$ cat src/rtl/fpga_led_pkg.sv
// Shared constants and types for the LED parallel-to-serial frame shifter.
package fpga_led_pkg;

    // Default frame length in bits.
    localparam int unsigned LED_WIDTH = 32;

    // Bit-counter width for the default frame length.
    localparam int unsigned LED_CNT_W = $clog2(LED_WIDTH);

    // Frame identifiers; the value matches the sel input encoding.
    typedef enum logic {
        FRAME_A = 1'b0,
        FRAME_B = 1'b1
    } frame_sel_e;

    // Counter width for an arbitrary frame length (never narrower than 1 bit).
    function automatic int unsigned cnt_width(input int unsigned width);
        return (width > 1) ? $clog2(width) : 1;
    endfunction

endpackage

$ cat src/rtl/led_frame_reg.sv
// One frame shadow register: parallel load, enable-gated right rotate (LSB out
// first), modulo-WIDTH bit counter and a flag for the last bit of the frame.
// WIDTH must be at least 2.
module led_frame_reg #(
    parameter int unsigned WIDTH = 32,
    parameter int unsigned CNT_W = 5
) (
    input  logic             i_clk,
    input  logic             i_rst_n,
    input  logic             i_load,
    input  logic             i_en,
    input  logic [WIDTH-1:0] i_data,
    output logic             o_bit,
    output logic             o_last
);

    localparam logic [CNT_W-1:0] LAST_IDX = CNT_W'(WIDTH - 1);

    logic [WIDTH-1:0] r_data;
    logic [CNT_W-1:0] r_cnt;

    // Load takes priority over rotation; rotation advances the bit counter.
    always_ff @(posedge i_clk or negedge i_rst_n) begin
        if (!i_rst_n) begin
            r_data <= '0;
            r_cnt  <= '0;
        end else if (i_load) begin
            // NOTE: non-blocking so the data and counter both update from pre-edge values.
            r_data <= i_data;
            r_cnt  <= '0;
        end else if (i_en) begin
            r_data <= {r_data[0], r_data[WIDTH-1:1]};
            r_cnt  <= (r_cnt == LAST_IDX) ? '0 : r_cnt + 1'b1;
        end
    end

    assign o_bit  = r_data[0];
    assign o_last = (r_cnt == LAST_IDX);

endmodule

$ cat src/rtl/fpga_led_pssr.sv
// Two-frame LED serializer: frames A and B are loaded together, and the frame
// chosen by sel drives the serial output and rotates; the other frame keeps
// its position so it resumes where it left off when selected again.
module fpga_led_pssr
    import fpga_led_pkg::*;
#(
    parameter int unsigned WIDTH = LED_WIDTH
) (
    input  logic             clk,
    input  logic             rst,
    input  logic             load,
    input  logic [WIDTH-1:0] rA,
    input  logic [WIDTH-1:0] rB,
    input  logic             sel,
    output logic             data_out,
    output logic             frame_done
);

    localparam int unsigned CNT_W = cnt_width(WIDTH);

    frame_sel_e w_sel;
    logic       w_en_a;
    logic       w_en_b;
    logic       w_bit_a;
    logic       w_bit_b;
    logic       w_last_a;
    logic       w_last_b;

    assign w_sel  = frame_sel_e'(sel);
    assign w_en_a = ~load & (w_sel == FRAME_A);
    assign w_en_b = ~load & (w_sel == FRAME_B);

    led_frame_reg #(
        .WIDTH (WIDTH),
        .CNT_W (CNT_W)
    ) u_frame_a (
        .i_clk   (clk),
        .i_rst_n (rst),
        .i_load  (load),
        .i_en    (w_en_a),
        .i_data  (rA),
        .o_bit   (w_bit_a),
        .o_last  (w_last_a)
    );

    led_frame_reg #(
        .WIDTH (WIDTH),
        .CNT_W (CNT_W)
    ) u_frame_b (
        .i_clk   (clk),
        .i_rst_n (rst),
        .i_load  (load),
        .i_en    (w_en_b),
        .i_data  (rB),
        .o_bit   (w_bit_b),
        .o_last  (w_last_b)
    );

    // Output mux follows sel immediately; frame_done is masked while loading.
    always_comb begin
        data_out   = w_bit_a;
        frame_done = 1'b0;
        if (w_sel == FRAME_B) begin
            data_out   = w_bit_b;
            frame_done = ~load & w_last_b;
        end else begin
            frame_done = ~load & w_last_a;
        end
    end

endmodule

$ cat config.mk
export PLATFORM = sky130hd
export DESIGN_NAME = fpga_led_pssr
export DESIGN_NICKNAME = d
export VERILOG_FILES = /design/src/rtl/fpga_led_pkg.sv /design/src/rtl/led_frame_reg.sv /design/src/rtl/fpga_led_pssr.sv
export SDC_FILE = /design/constraint.sdc
export NUM_CORES = 1
export LEC_CHECK = 0
export ABC_AREA = 0
export BUFFER_PORTS_ARGS = -buffer_cell sky130_fd_sc_hd__clkbuf_2
export CORE_MARGIN = 2
export CORE_UTILIZATION = 25
export CTS_CLUSTER_SIZE = 10
export DETAILED_ROUTE_END_ITERATION = 12
export HOLD_SLACK_MARGIN = 0.1
export PLACE_DENSITY_LB_ADDON = 0.08
export SYNTH_ARGS = -nofsm -noshare
export SYNTH_HDL_FRONTEND = slang
export SYNTH_SLANG_ARGS = --single-unit
export TNS_END_PERCENT = 30
$ cat constraint.sdc
create_clock -name clk -period 5.4 [get_ports clk]
set_clock_uncertainty 0.2 [all_clocks]
set_input_delay 0 -clock clk [delete_from_list [all_inputs] [get_ports clk]]
set_output_delay 0 -clock clk [all_outputs]
set_load 0.05 [all_outputs]
==> results of run 1 <==
cells in the mapped netlist, drive strengths merged (2+ instances only):
cell type   n
dfrtp      74
mux2i      68
o21ai      67
nand2      65
clkbuf     13
buf        11
a21oi       7
nor2        7
ha          4
nand4       3
and3        2
nand2b      2
nor3        2
logic make-up after synthesis:
logic type | count (synthesis) | share of synthesized area [%]
compound gates | 75 | 10.91
fa+ha+maj | 4 | 1.449
buf+inv | 24 | 3.406
flops | 74 | 53.62
mux | 69 | 20.04
simple gates | 86 | 10.58
stage by stage:
stage                     hold slack, ns  util, %  cell area [um2]  std cells  setup slack [ns]
after global placement          0.006345    29.40             3924        555             3.385
after detailed placement         0.01314    29.40             3924        555             3.385
after floorplan                  -0.4956        -             3453        332             3.424
==> summary.txt, run 1 <==
Clocking
  – Sink Count: 74
  – CTS max path bufs: 2
  – H-tree depth reported by CTS: 3
  – Post-CTS Setup Bufs: 0
  – Resize count post-CTS: 0
  – TritonCTS Buffers: 9
  – # hold bufs at CTS: 114
  – Root Driver: clkbuf_16

Run status
  – Status: stopped before the end
  – First Err: [ERROR RSZ-0060] Max buffer count reached.
  – Fail Step: clock tree synthesis

Floorplan
  – Die Wd: 121.5 um
  – Io pins: 70
  – Die Height: 121.5 um
  – Initial core utilization: 25.87%
  – Row count: 42

Placed design
  – Dpl hpwl: 4674 um
  – Gpl congestion: 0.6679
  – IO Port Bufs: 69

Synth
  – Largest cells by area after synthesis: dfrtp_1 (54%), mux2i_1 (20%), o21ai_0 (9.7%)
  – Avg Cell Area, Syn: 10.40 um2
  – Post-synthesis sequential area ratio: 53.62%
  – Yosys top cell by area: dfrtp_1
  – Ys async rst share: 100.0%
  – Primary FF master, synth: dfrtp_1
  – Synth Instances: 332
  – Synthesized area: 0.003453 mm2
  – Post-Syn Nets: 404
  – #FFs+latches synth: 74
  – Synth cell types: 22
  – Number of synthesized flops with an enable pin: 0
  – Synthesis Warnings: 0
  – Share of the synthesized area in the top cell type: 53.62%
==> run 2, diff against run 1 <==
--- a/config.mk
+++ b/config.mk
@@ -8,11 +8,9 @@
 export ABC_AREA = 0
 export BUFFER_PORTS_ARGS = -buffer_cell sky130_fd_sc_hd__clkbuf_2
 export CORE_MARGIN = 2
-export CORE_UTILIZATION = 25
-export CTS_CLUSTER_SIZE = 10
+export CORE_UTILIZATION = 20
 export DETAILED_ROUTE_END_ITERATION = 12
-export HOLD_SLACK_MARGIN = 0.1
-export PLACE_DENSITY_LB_ADDON = 0.08
+export PLACE_DENSITY_LB_ADDON = 0.15
 export SYNTH_ARGS = -nofsm -noshare
 export SYNTH_HDL_FRONTEND = slang
 export SYNTH_SLANG_ARGS = --single-unit
==> summary.txt, run 2 <==
Run status
  – Status: finished, final reports clean

Global routing
  – Grt ovf: 0
  – Initial antenna violation count: 0
  – Vias in the first global route: 3139
  – Global-route wire length before repair: 14280 um
  – Pin count of the biggest net entering global routing: 90
  – Total track usage: 9.829%

Critical path
  – Cells along the critical path: ha_1 > and3_1 > ha_1 > nand2_1 > a21oi_1 > clkbuf_2
  – R2r setup slk: 3.38 ns
  – Critical path's slowest cell: dfrtp_1
  – Crit path capture: frame_done
  – FF-to-FF path depth: 5
  – Critical Path Fanout Max: 5
  – Worst Path Required: 5.20 ns
  – Worst r2r src: u_frame_a.r_cnt[0]
  – Crit Path Category: reg2out
  – CP Capture Type: output pin
  – Nature of the critical path startpoint: flip-flop
  – Crit-path leading delay family: adder cells
  – Critical Path AT: 1.99 ns
  – Slowest Stage Delay on Critical Path: 0.40 ns
  – Crit path from: u_frame_b.r_cnt[0]
  – Most used cell, CP: ha_1
  – Crit Reg-Reg Endpoint: u_frame_a.r_cnt[2]
  – Worst path buffer plus inverter count: 1
  – Stages on the worst setup path: 6

Clocking
  – Root Driver: clkbuf_16
  – Reg clk slew, reported paths: 0.07 ns
  – H-tree depth reported by CTS: 3 (unchanged)
  – TritonCTS Buffers: 9 (unchanged)
  – Worst skew pair latency: 0.34 ns
  – CTS tree: built
  – Resize count post-CTS: 0 (unchanged)
  – CTS max path bufs: 2 (unchanged)
  – Sink Count: 74 (unchanged)

Timing
  – Min cycle time layout: 2.195 ns
  – Final Hold Viols: 0
  – Final setup viols: 0
  – Max frequency: 0.4556 GHz
  – Least-Margin Pin Slew: 0.9812 ns
  – TNS Setup: 0 ns
  – Max-slew violations: 0
  – Max_slew headroom: 34.59%
  – Min setup slack post-route: 3.205 ns
  – Final worst-path cycle share: 40.64%
  – RSZ-0062 raised after global routing: no

Detailed routing
  – Wire per inst: 11.21 um
  – Drt pass-1 iters: 4
  – Drt first-iter violations: 121
  – Via count: 2988
  – DRC: 0
  – Vias/cell: 4.038
  – Final WL: 8292 um
  – Number of routed nets with antenna violations: 0

Synth
  – Ys async rst share: 100.0% (unchanged)
  – Synth cell types: 22 (unchanged)
  – Yosys top cell by area: dfrtp_1
  – Synthesis Warnings: 0 (unchanged)
  – Post-Syn Nets: 404 (unchanged)
  – Avg Cell Area, Syn: 10.40 um2 (unchanged)
  – Number of synthesized flops with an enable pin: 0 (unchanged)
  – Most common library cells after synthesis: dfrtp_1 (74), mux2i_1 (68), o21ai_0 (67)
  – Post-synthesis sequential area ratio: 53.62% (unchanged)
  – Largest cells by area after synthesis: dfrtp_1 (54%), mux2i_1 (20%), o21ai_0 (9.7%)
  – Share of the synthesized area in the top cell type: 53.62% (unchanged)
  – Primary FF master, synth: dfrtp_1
  – Synthesized area: 0.003453 mm2 (unchanged)
  – Synth Instances: 332 (unchanged)
  – Most numerous cell in the Yosys netlist: dfrtp_1
  – #FFs+latches synth: 74 (unchanged)

Placed design
  – Place WS: 3.293 ns (-0.09288 ns)
  – IO Port Bufs: 69 (unchanged)
  – Gpl congestion: 0.6382 (-4.4%)
  – Dpl hpwl: 4968 um (+6.3%)

Layout
  – Share of cells above drive strength 1: 17.09%
  – Fin util: 32.07%
  – Largest regs: u_frame_a.r_data x32, u_frame_b.r_data x32
  – Layout filler cell count: 1814
  – Area grow syn2layout: 58.95%
  – Number of diodes: 0
  – Most common cell after layout, fill and taps aside: dlygate4sd3_1
  – Final #Nets: 582
  – Most frequent cells in the layout: dlygate4sd3_1 (120), dfrtp_1 (74), mux2i_1 (68), o21ai_0 (67), clkbuf_2 (66)

Floorplan
  – Die Wd: 135.4 um (+11%)
  – CORE AREA: 0.01712 mm2
  – Die Height: 135.4 um (+11%)
  – Row count: 48 (+14%)
  – Initial core utilization: 20.18% (-5.7 points)
  – Total die area: 0.01833 mm2
  – Io pins: 70 (unchanged)

Power and ir drop
  – Clock Power Share: 41.2%
  – Leak: 2.562 nW
  – Tot Pwr: 1.483 mW
  – Internal power: 1.108 mW
  – Power share of the combinational group: 15.9%
  – Cell Pwr Density: 270.2 mW/mm2
  – Highest ir drop seen on vdd: 0.0001345 V
  – Reg power frac: 42.9%
  – Sw Ratio: 25.29%
  – P_sw: 0.3751 mW

Worst hold path
  – Hold Crit Class: in2reg

Run
  – Max-cap viol count: 0
-- run 2: cell counts after synthesis --
Identical to the previous run, type by type.
-- run 2: worst min path at each step --
stage,start,to,slack (ns),cells past startpoint
after floorplan,rst,u_frame_a.r_cnt[0],-0.50,0
after global placement,rB[14],u_frame_b.r_data[14],0.008,3
after detailed placement,rB[8],u_frame_b.r_data[8],0.01,3
after CTS,sel,u_frame_a.r_data[2],0.0006,3
after global routing,sel,u_frame_a.r_data[7],0.04,3
final,sel,u_frame_a.r_data[2],0.005,3
-- run 2: repair_timing --
action / 4_1_cts / 5_1_grt
setup buffers: 0 / 0
hold buffers: 120 / 0
endpoints found under the hold margin: 138 / 0
-- run 2: power groups by stage --
stage	sequential [mW]	combinational [mW]	clock (mW)
2_1_floorplan	0.637	0.103	0
3_3_place_gp	0.647	0.156	0
3_5_place_dp	0.647	0.157	0
4_1_cts	0.637	0.240	0.636
5_1_grt	0.644	0.268	0.658
6_report	0.636	0.236	0.611
-- run 2: cell families after synthesis --
group | synth area share [%]
AOI/OAI and AO/OA | 10.91
adders and majority gates | 1.449
buffers and inverters | 3.406
DFF | 53.62
muxes | 20.04
and+or+nand+nor | 10.58
-- run 2: worst register-to-register path, delay by kind of cell (launching register included) --
kind / cells / cell delay (ns)
AO/OA/AOI/OAI: 1 / 0.16
flip-flops: 1 / 0.42
AND/OR/NAND/NOR: 2 / 0.69
adder cells (fa/ha/maj): 2 / 0.46
-- run 2: final cells by class --
class	instances	area, um2	area share [%]
clock buffer	9	225.2	4.103
clock inverter	7	77.57	1.413
multi-input combinational	234	1484	27.03
sequential	74	1852	33.74
tap	225	281.5	5.129
timing repair buffer	191	1569	28.58
-- run 2: through the flow --
step,area [um2],hold WS [ns],cells
after detailed placement,3985,0.01313,604
after global routing,5489,0.03624,740
final,5489,0.005131,740
after global placement,3985,0.007666,604
after CTS,5489,0.0005637,740
after floorplan,3453,-0.4956,332
-- run 2: per-layer routing --
metal / share of wire [%] / wire length [um] / GRT usage (%) / up-vias
li1: - / - / - / 1506
met1: 46 / 3786 / 11.66 / 1414
met2: 48 / 3996 / 16.84 / 57
met3: 4.6 / 381 / 3.517 / 11
met4: 1.5 / 127 / 2.720 / 0
met5: 0 / 0 / 0 / -
Note: power is estimated with default switching activity, not from simulation.
==> run 3, diff against run 2 <==
--- a/config.mk
+++ b/config.mk
@@ -5,7 +5,7 @@
 export SDC_FILE = /design/constraint.sdc
 export NUM_CORES = 1
 export LEC_CHECK = 0
-export ABC_AREA = 0
+export ABC_AREA = 1
 export BUFFER_PORTS_ARGS = -buffer_cell sky130_fd_sc_hd__clkbuf_2
 export CORE_MARGIN = 2
 export CORE_UTILIZATION = 20
==> constraint.sdc (replaced) <==
create_clock -name clk -period 1.8 [get_ports clk]
set_clock_uncertainty 0.2 [all_clocks]
set_input_delay 0 -clock clk [delete_from_list [all_inputs] [get_ports clk]]
set_output_delay 0 -clock clk [all_outputs]
set_load 0.05 [all_outputs]
==> summary.txt, run 3 <==
Floorplan
  – Row count: 47 (-2.1%)
  – Io pins: 70 (unchanged)
  – Initial core utilization: 20.23% (+0.053 points)
  – Die Wd: 132.6 um (-2.1%)
  – Die Height: 132.6 um (-2.1%)
  – CORE AREA: 0.01635 mm2 (-4.5%)
  – Total die area: 0.01758 mm2 (-4.1%)

Clocking
  – CTS max path bufs: 2 (unchanged)
  – H-tree depth reported by CTS: 3 (unchanged)
  – Worst skew pair latency: 0.34 ns (about the same)
  – Root Driver: clkbuf_16
  – Sink Count: 74 (unchanged)
  – Reg clk slew, reported paths: 0.06 ns (about the same)
  – TritonCTS Buffers: 9 (unchanged)
  – CTS tree: built

Detailed routing
  – Number of routed nets with antenna violations: 0 (unchanged)
  – Final WL: 9095 um (+9.7%)
  – Drt first-iter violations: 132 (+9.1%)
  – Via count: 3146 (+5.3%)
  – Wire per inst: 11.62 um (+3.7%)
  – DRC: 0 (unchanged)
  – Drt pass-1 iters: 4 (unchanged)
  – Vias/cell: 4.018 (-0.49%)

Critical path
  – Crit-path leading delay family: adder cells
  – CP Capture Type: output pin
  – Nature of the critical path startpoint: flip-flop
  – Most used cell, CP: ha_2
  – R2r setup slk: 0.29 ns (-3.09 ns)
  – Crit Path Category: reg2out
  – Slowest Stage Delay on Critical Path: 0.37 ns (-0.03 ns)
  – Critical Path AT: 1.65 ns (-0.34 ns)
  – Worst Path Required: 1.60 ns (-3.60 ns)
  – Critical Path Fanout Max: 2 (-3)
  – Cells along the critical path: ha_2 > nand2_2 > nor2_2 > ha_2 > inv_2 > o22ai_4 > buf_8
  – Worst path buffer plus inverter count: 2 (+1)
  – Critical path's slowest cell: dfrtp_1

Synth
  – Synth Instances: 409 (+23%)
  – Post-Syn Nets: 481 (+19%)
  – Synthesized area: 0.003307 mm2 (-4.2%)
  – Synthesis Warnings: 0 (unchanged)
  – Number of synthesized flops with an enable pin: 0 (unchanged)
  – Ys async rst share: 100.0% (unchanged)
  – Post-synthesis sequential area ratio: 56.00% (+2.4 points)
  – Most numerous cell in the Yosys netlist: nand2_1
  – Synth cell types: 17 (-23%)
  – Yosys top cell by area: dfrtp_1
  – Primary FF master, synth: dfrtp_1
  – Share of the synthesized area in the top cell type: 56.00% (+2.4 points)
  – Most common library cells after synthesis: nand2_1 (218), dfrtp_1 (74), nand3_1 (65)
  – Avg Cell Area, Syn: 8.085 um2 (-22%)
  – #FFs+latches synth: 74 (unchanged)
  – Largest cells by area after synthesis: dfrtp_1 (56%), nand2_1 (25%), nand3_1 (9.8%)

Power and ir drop
  – Internal power: 3.319 mW (+200%)
  – Leak: 2.445 nW (-4.6%)
  – Sw Ratio: 24.81% (-0.48 points)
  – Power share of the combinational group: 12.9% (-3.0 points)
  – Tot Pwr: 4.415 mW (+200%)
  – Highest ir drop seen on vdd: 0.0004379 V (+230%)
  – Cell Pwr Density: 868.8 mW/mm2 (+220%)
  – Reg power frac: 43.0% (about the same)
  – P_sw: 1.095 mW (+190%)
  – Clock Power Share: 44.0% (+2.8 points)

Run
  – Max-cap viol count: 0 (unchanged)

Timing
  – Final setup viols: 1 (+1)
  – Min setup slack post-route: -0.04543 ns (-3.251 ns)
  – Max frequency: 0.5419 GHz
  – Final Hold Viols: 0 (unchanged)
  – Least-Margin Pin Slew: 0.3852 ns (-0.5960 ns)
  – Max_slew headroom: 74.32% (+40 points)
  – TNS Setup: -0.04543 ns (-0.04543 ns)
  – RSZ-0062 raised after global routing: yes
  – Min cycle time layout: 1.845 ns
  – Final worst-path cycle share: 102.5%
  – Max-slew violations: 0 (unchanged)

Layout
  – Multi-input gate area: 0.001344 mm2 (-9.4%)
  – Largest regs: u_frame_a.r_data x32, u_frame_b.r_data x32
  – Number of diodes: 0 (unchanged)
  – Reg area: 0.001852 mm2 (unchanged)
  – Share of cells above drive strength 1: 20.25% (+3.2 points)
  – Final #Nets: 630 (+8.2%)
  – Layout filler cell count: 1810 (-0.22%)
  – Finished Layout Cells: 783 (+5.8%)
  – Fin util: 31.08% (-0.99 points)
  – Area grow syn2layout: 53.65%
  – Most frequent cells in the layout: nand2_1 (217), dfrtp_1 (74), dlygate4sd3_1 (73), clkbuf_2 (67), nand3_1 (65)
  – Most common cell after layout, fill and taps aside: nand2_1

Global routing
  – Global-route wire length before repair: 15770 um (+10%)
  – Grt ovf: 0 (unchanged)
  – Pin count of the biggest net entering global routing: 51 (-43%)
  – Total track usage: 11.29% (+1.5 points)
  – Vias in the first global route: 3315 (+5.6%)
  – Initial antenna violation count: 0 (unchanged)

Run status
  – Status: finished with violations
  – Failing checks: setup timing

Placed design
  – Place WS: 0.1559 ns (-3.137 ns)
  – Dpl hpwl: 5831 um (+17%)
  – Cells after DPL: 685 (+13%)
  – IO Port Bufs: 69 (unchanged)
  – Gpl congestion: 0.7044 (+10%)

Worst hold path
  – Hold Crit Class: in2async
run 3: cell types whose count changed in the layout (fill, tap and decap cells not counted), moves of 5 or more:
cell,delta
nand2_1,+152
mux2i_1,-68
o21ai_0,-65
nand3_1,+64
dlygate4sd3_1,-47
buf_4,+10
a21oi_1,-7
inv_1,+5
run 3: path summary, 6_finish.rpt:
path,cells after the start,startpoint,to
min reg2reg,2,u_frame_b.r_data[18],u_frame_b.r_data[17]
min in group clk,6,sel,u_frame_b.r_cnt[4]
min,3,rst,u_frame_a.r_data[20]
max reg2reg,7,u_frame_a.r_cnt[1],u_frame_a.r_cnt[0]
max,7,u_frame_b.r_cnt[0],frame_done
max in group asynchronous,3,rst,u_frame_b.r_data[24]
run 3: final cells by class:
type,instances,share of cell area [%]
multi-input combinational,306,26.45
clock buffer,9,4.432
inverter,7,0.5171
sequential,74,36.44
timing repair buffer,160,24.90
tap,220,5.417
clock inverter,7,1.847
run 3: power groups by stage:
stage               Clock [mW]  Sequential [mW]  Combinational (mW)
finish                    1.94             1.90               0.572
floorplan                    0             1.91               0.248
CTS                       2.04             1.90               0.586
detailed placement           0             1.93               0.431
global route              2.11             1.92               0.653
global placement             0             1.93               0.430
run 3: logic make-up (layout without fill, tap and decap cells):
kind of cell               after synthesis  count (layout)  synth area share, %
AOI/OAI and AO/OA                        9               9                1.627
xor gates and xnor gates                 2               2               0.5298
buffers and inverters                   29             183                4.237
and+or+nand+nor                        291             291                36.09
adders and majority gates                4               4                1.513
DFF                                     74              74                56.00
run 3: repair_timing:
action | CTS | global route
endpoints found under the setup margin | 1 | 2
pin swaps | 3 | 4
hold buffers | 74 | 0
hold endpoints to repair | 140 | 0
gates resized for setup | 4 | 8
setup buffers | 6 | 2
run 3: per-layer routing:
| metal | track usage (%) | part of all wire, % | vias to the layer above |
|---|---|---|---|
| met5 | 0 | 0 | - |
| met4 | 3.524 | 1.2 | 0 |
| met3 | 3.793 | 4.6 | 7 |
| met2 | 18.97 | 48 | 54 |
| met1 | 13.67 | 46 | 1487 |
| li1 | - | - | 1598 |
run 3: per-stage QoR:
stage / hold WS, ns / area [um2]
global placement: -0.2517 / 3915
finish: 0.01189 / 5081
floorplan: -0.4956 / 3313
detailed placement: -0.2522 / 3915
global route: 0.02125 / 5081
CTS: 0.005804 / 5044
run 3: worst min-delay path, stage by stage:
cell and delay, ns:
dlygate4sd3_1 0.52, buf_4 0.18, buf_12 0.20
==> run 4, diff against run 3 <==
--- a/config.mk
+++ b/config.mk
@@ -5,10 +5,10 @@
 export SDC_FILE = /design/constraint.sdc
 export NUM_CORES = 1
 export LEC_CHECK = 0
-export ABC_AREA = 1
 export BUFFER_PORTS_ARGS = -buffer_cell sky130_fd_sc_hd__clkbuf_2
 export CORE_MARGIN = 2
 export CORE_UTILIZATION = 20
+export CTS_CLUSTER_DIAMETER = 120
 export DETAILED_ROUTE_END_ITERATION = 12
 export PLACE_DENSITY_LB_ADDON = 0.15
 export SYNTH_ARGS = -nofsm -noshare
==> summary.txt, run 4 (same netlist as run 2, synthesis figures left out) <==
Power and ir drop
  – Internal power: 3.278 mW (-1.2%)
  – Reg power frac: 43.8% (+0.8 points)
  – Sw Ratio: 24.60% (-0.21 points)
  – Leak: 2.501 nW (+2.3%)
  – Cell Pwr Density: 806.5 mW/mm2 (-7.2%)
  – Tot Pwr: 4.347 mW (-1.5%)
  – P_sw: 1.070 mW (-2.4%)
  – Clock Power Share: 41.3% (-2.7 points)
  – Highest ir drop seen on vdd: 0.0005321 V (+22%)
  – Power share of the combinational group: 14.8% (+1.9 points)

Timing
  – Final setup viols: 3 (+2)
  – Min setup slack post-route: -0.06230 ns (-0.01687 ns)
  – Least-Margin Pin Slew: 0.6200 ns (+0.2348 ns)
  – Max-slew violations: 0 (unchanged)
  – Fin Hold WS: 0.07478 ns (+0.06289 ns)
  – Final Hold Viols: 0 (unchanged)
  – Final worst-path cycle share: 103.5% (+0.94 points)
  – Max_slew headroom: 58.67% (-16 points)
  – RSZ-0062 raised after global routing: yes
  – Max frequency: 0.5370 GHz (-0.91%)
  – TNS Setup: -0.08977 ns (-0.04434 ns)
  – Min cycle time layout: 1.862 ns (+0.01687 ns)

Layout
  – Fin util: 31.49% (+0.41 points)
  – Area grow syn2layout: 56.09%
  – Number of diodes: 0 (unchanged)
  – Final Instance Area: 0.005390 mm2 (+6.1%)
  – Most frequent cells in the layout: dlygate4sd3_1 (84), dfrtp_1 (74), mux2i_1 (68), o21ai_0 (67), clkbuf_2 (65)
  – Finished Layout Cells: 718 (-8.3%)
  – Layout filler cell count: 1795 (-0.83%)
  – Largest regs: u_frame_a.r_data x32, u_frame_b.r_data x32
  – Share of cells above drive strength 1: 23.33% (+3.1 points)
  – Most common cell after layout, fill and taps aside: dlygate4sd3_1
  – Final #Nets: 561 (-11%)

Critical path
  – Nature of the critical path startpoint: flip-flop
  – Critical path's slowest cell: dfrtp_1
  – CP Capture Type: output pin
  – Critical Path AT: 1.66 ns (about the same)
  – Crit-path leading delay family: flip-flops
  – Critical Path Fanout Max: 2 (unchanged)
  – Worst Path Required: 1.60 ns (about the same)
  – Crit Path Category: reg2out
  – Worst path buffer plus inverter count: 2 (unchanged)
  – Slowest Stage Delay on Critical Path: 0.35 ns (-0.02 ns)
  – Cells along the critical path: ha_2 > and3_4 > ha_4 > buf_6 > nand2b_4 > a21oi_4 > buf_8

Detailed routing
  – Drt pass-1 iters: 4 (unchanged)
  – Vias/cell: 3.996 (-0.55%)
  – DRC: 0 (unchanged)
  – Wire per inst: 11.88 um (+2.3%)
  – Final WL: 8531 um (-6.2%)
  – Number of routed nets with antenna violations: 0 (unchanged)
  – Drt first-iter violations: 99 (-25%)
  – Via count: 2869 (-8.8%)

Placed design
  – Gpl congestion: 0.7066 (+0.31%)
  – Cells after DPL: 616 (-10%)
  – IO Port Bufs: 69 (unchanged)
  – Dpl hpwl: 5407 um (-7.3%)
  – Place WS: -0.08377 ns (-0.2397 ns)
  – Placed cell area: 0.004129 mm2 (+5.5%)

Floorplan
  – CORE AREA: 0.01712 mm2 (+4.7%)
  – Die Wd: 135.4 um (+2.1%)
  – Io pins: 70 (unchanged)
  – Die Height: 135.4 um (+2.1%)
  – Initial core utilization: 20.18% (-0.053 points)
  – Row count: 48 (+2.1%)
  – Total die area: 0.01833 mm2 (+4.3%)

Global routing
  – Initial antenna violation count: 0 (unchanged)
  – Pin count of the biggest net entering global routing: 53 (+3.9%)
  – Grt ovf: 0 (unchanged)
  – Global-route wire length before repair: 14620 um (-7.3%)
  – Total track usage: 10.21% (-1.1 points)
  – Vias in the first global route: 3104 (-6.4%)

Run
  – Max-cap viol count: 0 (unchanged)

Clocking
  – CTS tree: built
  – Worst skew pair latency: 0.33 ns (about the same)
  – Sink Count: 74 (unchanged)
  – Reg clk slew, reported paths: 0.06 ns (about the same)
  – H-tree depth reported by CTS: 3 (unchanged)
  – CTS max path bufs: 2 (unchanged)
  – TritonCTS Buffers: 9 (unchanged)
  – Root Driver: clkbuf_16

Run status
  – Failing checks: setup timing
  – Status: finished with violations

Worst hold path
  – Hold Crit Class: in2reg
-- run 4: final cells by class --
type | instances | area, um2 | area share [%]
Sequential cell | 74 | 1852 | 34.35
Multi-Input combinational cell | 234 | 1570 | 29.13
Timing Repair Buffer | 170 | 1393 | 25.84
Tap cell | 225 | 281.5 | 5.223
Clock buffer | 10 | 239.0 | 4.434
Clock inverter | 5 | 55.05 | 1.021
-- run 4: worst paths after layout --
| path | from | end | slack, ns | cells past startpoint |
|---|---|---|---|---|
| max | u_frame_a.r_cnt[1] | frame_done | -0.06 | 7 |
| min | sel | u_frame_a.r_cnt[4] | 0.07 | 3 |
| max reg2reg | u_frame_a.r_cnt[0] | u_frame_a.r_cnt[3] | -0.02 | 8 |
| min reg2reg | u_frame_a.r_data[26] | u_frame_a.r_data[25] | 0.36 | 2 |
| max in group asynchronous | rst | u_frame_b.r_data[1] | 0.28 | 4 |
| min in group asynchronous | rst | u_frame_a.r_data[14] | 0.52 | 3 |
-- run 4: repair_timing --
action                                 CTS  global route
gates resized for setup                  9            13
hold buffers                            84             0
gates cloned                             0             0
endpoints found under the hold margin  146             0
pin swaps                                5             9
setup endpoints to repair                4            18
setup buffers                            2             1
-- run 4: worst register-to-register path: cells and delay by family, from the launching register on --
family / cells / cell delay, ns
AND/OR/NAND/NOR: 3 / 0.42
AO/OA/AOI/OAI: 1 / 0.15
adder cells (fa/ha/maj): 2 / 0.34
buffers and inverters: 2 / 0.26
flip-flops: 1 / 0.38
-- run 4: power groups by stage --
| stage | registers [mW] | clock network (mW) | logic, mW |
|---|---|---|---|
| 3_5_place_dp | 1.94 | 0 | 0.512 |
| 3_3_place_gp | 1.94 | 0 | 0.506 |
| 2_1_floorplan | 1.91 | 0 | 0.308 |
| 4_1_cts | 1.91 | 1.88 | 0.655 |
| 6_report | 1.91 | 1.80 | 0.645 |
| 5_1_grt | 1.92 | 1.96 | 0.740 |
-- run 4: layer usage --
metal / GRT usage [%] / vias up / part of all wire [%]
li1: - / 1470 / -
met1: 12.37 / 1345 / 47
met2: 17.26 / 46 / 48
met3: 3.666 / 8 / 4.2
met4: 2.604 / 0 / 1.1
met5: 0 / - / 0
